===== config.mk =====
export PLATFORM = sky130hd
export DESIGN_NAME = sock_pack_counter
export DESIGN_NICKNAME = d
export VERILOG_FILES = /design/src/rtl/sock_pkg.sv /design/src/rtl/sat_counter.sv /design/src/rtl/sock_pack_counter.sv
export SDC_FILE = /design/constraint.sdc
export NUM_CORES = 1
export LEC_CHECK = 0
export ABC_AREA = 1
export ABC_CLOCK_PERIOD_IN_PS = 2000
export CELL_PAD_IN_SITES_DETAIL_PLACEMENT = 1
export CELL_PAD_IN_SITES_GLOBAL_PLACEMENT = 1
export CORE_MARGIN = 2
export CORE_UTILIZATION = 25
export DETAILED_ROUTE_END_ITERATION = 7
export PLACE_DENSITY = 0.7
export RECOVER_POWER = 100
export SYNTH_ARGS = -nofsm -noshare
export SYNTH_HDL_FRONTEND = slang
export SYNTH_SLANG_ARGS = --single-unit

===== constraint.sdc =====
create_clock -name clk -period 2 [get_ports clk]
set_input_delay 0.4 -clock clk [delete_from_list [all_inputs] [get_ports clk]]
set_output_delay 0.4 -clock clk [all_outputs]
set_load 0.01 [all_outputs]

===== src/rtl/sock_pkg.sv =====
// Shared definitions for the sock factory line counters.
//   - material codes accepted on item_type
//   - size codes accepted on item_size
//   - pack codes driven towards the packer
//   - line FSM state encoding
package sock_pkg;

    // Material codes (item_type)
    localparam logic [2:0] ALGODON = 3'b001;
    localparam logic [2:0] LANA    = 3'b010;
    localparam logic [2:0] NYLON   = 3'b100;

    // Size codes (item_size)
    localparam logic [1:0] BAJOS   = 2'b01;
    localparam logic [1:0] MEDIOS  = 2'b10;
    localparam logic [1:0] ALTOS   = 2'b11;

    // Pack codes (pack_code)
    localparam logic [2:0] PACK_NONE          = 3'b000;
    localparam logic [2:0] PACK_ALGODON_BAJOS = 3'b001;
    localparam logic [2:0] PACK_LANA_BAJOS    = 3'b010;
    localparam logic [2:0] PACK_NYLON_BAJOS   = 3'b011;

    // Line FSM state encoding
    typedef enum logic {
        ST_COUNT = 1'b0,
        ST_FULL  = 1'b1
    } line_state_t;

endpackage


===== src/rtl/sat_counter.sv =====
// Saturating event counter with sticky overflow flag.
// Ports:
//   clk    in   rising-edge clock
//   reset  in   asynchronous active-high reset (q=0, ovf=0)
//   clr    in   synchronous clear, overrides en
//   en     in   count one event this cycle
//   q      out  W-bit count, saturates at all-ones
//   ovf    out  sticky: an event arrived while q was already all-ones
module sat_counter #(
    parameter int W = 4
) (
    input  logic         clk,
    input  logic         reset,
    input  logic         clr,
    input  logic         en,
    output logic [W-1:0] q,
    output logic         ovf
);

    always_ff @(posedge clk or posedge reset) begin
        if (reset) begin
            q   <= '0;
            ovf <= 1'b0;
        end else if (clr) begin
            q   <= '0;
            ovf <= 1'b0;
        end else if (en) begin
            if (&q) begin
                ovf <= 1'b1;
            end else begin
                q <= q + W'(1);
            end
        end
    end

endmodule


===== src/rtl/sock_pack_counter.sv =====
// Per-line sock counter: counts qualifying socks, requests a pack from the
// packer with a valid/ready handshake every PACK_SIZE socks, and keeps a
// saturating count of delivered packs.
// Ports:
//   clk, reset           clock / asynchronous active-high reset
//   ph, sr               machine enabled, sensor ready
//   item_valid/type/size presented sock
//   mode                 0: non-qualifying cycle clears partial count, 1: hold
//   clr                  synchronous clear of all state
//   item_ready           line accepts socks (COUNT state)
//   pack_valid/ready     handshake with the packer
//   pack_code            PACK_CODE while pack_valid, else 0
//   led                  current sock count
//   co                   pack accepted this cycle
//   pack_total(_ovf)     delivered packs (saturating) and sticky overflow
module sock_pack_counter
    import sock_pkg::*;
#(
    parameter int               CNT_W     = 3,
    parameter int               PACK_SIZE = 7,
    parameter int               TYPE_W    = 3,
    parameter int               SIZE_W    = 2,
    parameter logic [TYPE_W-1:0] TYPE_CODE = ALGODON,
    parameter logic [SIZE_W-1:0] SIZE_CODE = BAJOS,
    parameter logic [2:0]        PACK_CODE = PACK_ALGODON_BAJOS,
    parameter int               PACKS_W   = 4
) (
    input  logic               clk,
    input  logic               reset,
    input  logic               ph,
    input  logic               sr,
    input  logic               item_valid,
    input  logic [TYPE_W-1:0]  item_type,
    input  logic [SIZE_W-1:0]  item_size,
    input  logic               mode,
    input  logic               clr,
    output logic               item_ready,
    output logic               pack_valid,
    input  logic               pack_ready,
    output logic [2:0]         pack_code,
    output logic [CNT_W-1:0]   led,
    output logic               co,
    output logic [PACKS_W-1:0] pack_total,
    output logic               pack_total_ovf
);

    generate
        if (PACK_SIZE < 2 || PACK_SIZE > (2**CNT_W) - 1) begin : g_bad_pack_size
            $error("sock_pack_counter: PACK_SIZE out of range 2 .. 2**CNT_W-1");
        end
    endgenerate

    localparam logic [CNT_W-1:0] CNT_FULL = CNT_W'(PACK_SIZE);
    localparam logic [CNT_W-1:0] CNT_LAST = CNT_W'(PACK_SIZE - 1);

    line_state_t      state, state_n;
    logic [CNT_W-1:0] cnt, cnt_n;
    logic             qual;

    assign item_ready = (state == ST_COUNT);
    assign pack_valid = (state == ST_FULL);
    assign pack_code  = pack_valid ? PACK_CODE : PACK_NONE;
    assign led        = cnt;

    // A clear on the same edge drops the pending pack, so it is not accepted.
    assign co = pack_valid & pack_ready & ~clr;

    assign qual = ph & sr & item_valid & (item_type == TYPE_CODE) &
                  (item_size == SIZE_CODE) & item_ready;

    always_ff @(posedge clk or posedge reset) begin
        if (reset) begin
            state <= ST_COUNT;
            cnt   <= '0;
        end else begin
            state <= state_n;
            cnt   <= cnt_n;
        end
    end

    always_comb begin
        state_n = state;
        cnt_n   = cnt;
        if (clr) begin
            state_n = ST_COUNT;
            cnt_n   = '0;
        end else begin
            case (state)
                ST_COUNT: begin
                    if (qual) begin
                        if (cnt == CNT_LAST) begin
                            cnt_n   = CNT_FULL;
                            state_n = ST_FULL;
                        end else begin
                            cnt_n = cnt + CNT_W'(1);
                        end
                    end else if (!mode) begin
                        cnt_n = '0;
                    end
                end
                ST_FULL: begin
                    if (pack_ready) begin
                        cnt_n   = '0;
                        state_n = ST_COUNT;
                    end
                end
                default: begin
                    state_n = ST_COUNT;
                    cnt_n   = '0;
                end
            endcase
        end
    end

    sat_counter #(
        .W(PACKS_W)
    ) u_pack_total (
        .clk   (clk),
        .reset (reset),
        .clr   (clr),
        .en    (co),
        .q     (pack_total),
        .ovf   (pack_total_ovf)
    );

endmodule

Yosys cells after proc, flatten, opt, wreduce, memory -nomap -nowiden. Cells that the tools add are included.

Add/subtract/negate cells: 2. Multiply operators: 0. Divide/modulo/power cells: 0. Magnitude comparators: 0. Equality and inequality tests: 6. Shift-type cells: 0. Multiplexer cells: 18. Bitwise logic cells: 9. Reduce and logical (&&, ||, !) cells: 6.

Operator list (count): $mux W3 (5); $mux W4 (3); $mux W1 (8); $and A1 B1 Y1 (7); $pmux W3 S2 (1); $reduce_and A2 Y1 (3); $add A4 B1 Y4 const B (1); $ne A4 B3 Y1 const B (1); $reduce_and A4 Y1 (1); $reduce_bool A2 Y1 (2); $add A3 B1 Y3 const B (1); $eq A3 B1 Y1 const B (1); $eq A3 B3 Y1 const B (1); $ne A3 B3 Y1 const B (1); $eq A2 B1 Y1 const B (1); $ne A2 B2 Y1 const B (1); $not A1 Y1 (2); $pmux W1 S2 (1).

Register bits after elaboration: 9. Bits in latches: 0. RAM bits: 0. Bits in read-only memories: 0. Bits of input ports: 13. Output and inout port bits: 14. Word-level logic and storage cells: 45. Memories kept: 0.

Longest topological paths before layout.
Word-level depth: 8. Mapped depth: 7. Gate-level depth less buffers: 7.

By module. Synthesis repeated with hierarchy kept, for this count alone.

Cell total of the unflattened synthesis: 85. Area, all modules: 616.8 um^2.

Modules (own cells, without submodules): sock_pack_counter (instances 1, cells an instance 50, area an instance 350.3 um^2); sat_counter (instances 1, cells an instance 35, area an instance 266.5 um^2).

Worst setup path after synthesis. OpenSTA, ideal clock, no wires.

Path kind: reg2reg. Start point: register u_pack_total.q[0]. End point: register u_pack_total.q[3]. Setup time: 0.117 ns. Arrival time: 1.052 ns. Slack: 0.831 ns. Cell stages (with the launch flop): 8. Period minus slack after synthesis: 1.169 ns. Path through: dfrtp_1 ha_1 nand3_2 nand2_4 nor2_4 nand2_1 nand2_1 nor2_1.

Cells in the longest elaborated chain, start to end: 4. Elaborated cells between the ends (all ways): 7. Those cells by class: add/sub: 1; eq/ne: 1; mux: 3; reduce/logical: 2.

Ends and longest elaborated chain: start: declaration (line sat_counter.sv:16) `output logic [W-1:0] q,`; start signal: assignment (line sat_counter.sv:31) `q <= q + W'(1);`; $add A4 B1 Y4 (line sat_counter.sv:31); $mux W4 (line sat_counter.sv:28) `if (&q) begin`; $mux W4 (line sat_counter.sv:27) `end else if (en) begin`; $mux W4 (line sat_counter.sv:24) `end else if (clr) begin`.

Parallel ways exist; a longest one is shown, timed or not. The select of a mux whose other input is x is not followed. A chain may end at the register's enable or synchronous reset.

Worst setup path in the final report.
Start point: register state, in the netlist pack_valid. End point: output item_ready.

Cells in the longest elaborated chain, start to end: 1.

Ends and longest elaborated chain: start: declaration (line sock_pack_counter.sv:56) `line_state_t state, state_n;`; start signal: assignment (line sock_pack_counter.sv:76) `state <= state_n;`; $not A1 Y1; end: declaration (line sock_pack_counter.sv:37) `output logic item_ready,`.

No other way between the ends.

==> impl_results.md <==
- Status: finished clean
- Hold Path Depth: 2
- Vias in the first global route: 668
- CTS tree: done
- Final Max Tran Viols: 0
- Mapped Avg Cell Area: 7.23 um2
- Number of setup buffers added after CTS: 0
- Arrival time at the worst endpoint: 1.42 ns
- Critical path's largest stage delay: 0.61 ns
- Total GRT Usage: 0.145
- Num rows: 17
- Clock latency at the later pin of the worst-skew pair: 0.27 ns
- FF+latch area: 225 um2
- Pwr/cell area: 434 nW/um2
- Antenna violations before repair: 0
- Largest net degree at the start of global routing: 10
- Max_cap viols: 0
- Clock Sink Count: 9
- CTS Buffer Depth: 2
- Initial DRT Pass Iterations: 4
- Fraction of layout cells with a size suffix above 1: 0.0727
- Crit path max-delay family: buffers and inverters
- Crit path launch: pack_valid
- Detailed-route DRC error count: 0
- Final min period: 1.82 ns
- Cts bufs inserted: 3
- Num ports: 27
- Period utilization: 0.910
- FF-to-FF setup slack: 0.59 ns
- Vias per cell: 4.59
- Setup violators final: 0
- Pleak: 0.457 nW
- Diode count: 0
- Crit path max fanout: 6
- Yosys Warn Count: 0
- RSZ-0062 raised after global routing: false
- Synth Instances: 82
- Slowest CP cell: dlygate4sd3_1
- P&R area growth vs syn: 46.8%
- Most frequent cells in the layout: 20 x nand2_1, 14 x nor2_1, 13 x dlygate4sd3_1
- Die height: 52.7 um
- Synth Cell Area: 593 um2
- Port Buffers: 24
- FF-to-FF path depth: 7
- WP depth: 2
- Critical Path RT: 1.60 ns
- Post-DP HPWL: 1.35 mm
- Setup_tns: 0 ns
- Multi-input gate area: 283 um2
- CTS root buf: clkbuf_4
- Fin. Hold Viols: 0
- Initial Util: 0.266
- Critical path endpoint: item_ready
- Worst IR Drop VDD: 267 uV
- WL/cell: 12.0 um
- Vias: 633
- Post-synthesis register bit count: 9
- Die area: 2780 um2
- Power Total: 0.378 mW
- Post-CTS sizing: 0
- Initial DRC Count: 3
- Critical path cell sequence: inv_1 > dlygate4sd3_1
- Final Skew: 0.00123 ns
- CTS H-tree depth: 1
- Drt total wl: 1.65 mm
- RR Endpoint: u_pack_total.q[3]
- WP buf/inv: 2
- Max Freq: 549 MHz
- Total core area: 2230 um2
- Startpoint Class: flop
- Layout Nets: 127
- Routed Antenna Nets: 0
- Layout Utilization: 0.390
- Register area share after synthesis: 0.380
- RR Startpoint: u_pack_total.q[0]
- Most common cell after layout, fill and taps aside: nand2_1
- Clock-pin transition on the worst setup and hold timing paths: 0.06 ns
- Critical Path End Type: primary output
- Placer Congestion: 0.753
- Width of the die: 52.7 um
- Hold buffer count at cts: 0
- Unique masters post-synth: 19
- Kind of critical path: reg -> out
- First-pass GRT wire length: 2.93 mm
- Fillers: 293
- Worst Hold Class: reg -> reg
- Grt total ovfl: 0
[worst register-to-register path, delay by kind of cell, from the launching register on]
family,cells,cell delay [ns]
AND/OR/NAND/NOR,6,0.62
flip-flops,1,0.42
adder cells (fa/ha/maj),1,0.25
[report_power, final]
part / internal [mW] / switching [mW]
combinational: 0.0251 / 0.0213
sequential: 0.182 / 0.0000685
clock: 0.0774 / 0.0723
total: 0.284 / 0.0936
[cell usage after synthesis]
cell	n	area [um2]
nor2_1	13	48.8
nor2_2	1	6.26
nand4_1	3	18.8
nand2_4	1	11.3
nand2_2	1	6.26
nor2_4	1	11.3
o21ai_0	1	5.00
buf_4	3	22.5
dfrtp_1	9	225
xor2_1	1	8.76
conb_1	1	3.75
nand3_2	1	10.0
a21oi_1	3	15.0
ha_1	3	37.5
nand2_1	19	71.3
clkinv_2	1	5.00
nand3_1	9	45.0
inv_1	10	37.5
inv_2	1	3.75
[cells by family (layout without fill, tap and decap cells)]
family,count (synthesis),after routing,share of synthesized area
adders and majority gates,3,3,0.0633
and+or+nand+nor,49,49,0.386
xor gates and xnor gates,1,1,0.0148
other,1,2,0.00632
buffers and inverters,15,42,0.116
AOI/OAI and AO/OA,4,4,0.0337
DFF,9,9,0.380
[registers in the layout (all words and copies together), names as in the netlist]
name / count
u_pack_total.q: 4
led: 3
pack_valid: 1
u_pack_total.ovf: 1
[layer usage]
metal / wire, um / global-route usage / vias to the layer above
met5: 0 / 0 / -
met4: 30 / 0.0769 / 0
met3: 132 / 0.0229 / 3
met2: 809 / 0.263 / 24
met1: 677 / 0.159 / 300
li1: - / - / 306
[final cells by class]
class	instances	area share
clock buffer	4	0.0302
sequential	9	0.259
timing repair buffer	26	0.293
inverter	12	0.0532
multi-input combinational	59	0.325
tap	28	0.0402
[how the worst min path moves through the flow]
stage	from	end	slack, ns
detailed placement	u_pack_total.ovf	u_pack_total.ovf	0.50
finish	u_pack_total.ovf	u_pack_total.ovf	0.51
CTS	reset	u_pack_total.q[0]	0.41
global route	reset	pack_valid	0.56
global placement	u_pack_total.ovf	u_pack_total.ovf	0.49
floorplan	reset	led[0]	0.23
[per-stage QoR]
stage / cell area (um2) / setup slack (ns) / hold WS, ns / instances
final: 871 / 0.180 / 0.511 / 138
after global routing: 871 / 0.107 / 0.557 / 138
after CTS: 891 / 0.0176 / 0.411 / 138
after detailed placement: 865 / 0.0257 / 0.500 / 134
after global placement: 865 / 0.0216 / 0.489 / 134
after floorplan: 597 / 0.831 / 0.228 / 83
Note: power is estimated with default switching activity, not from simulation.
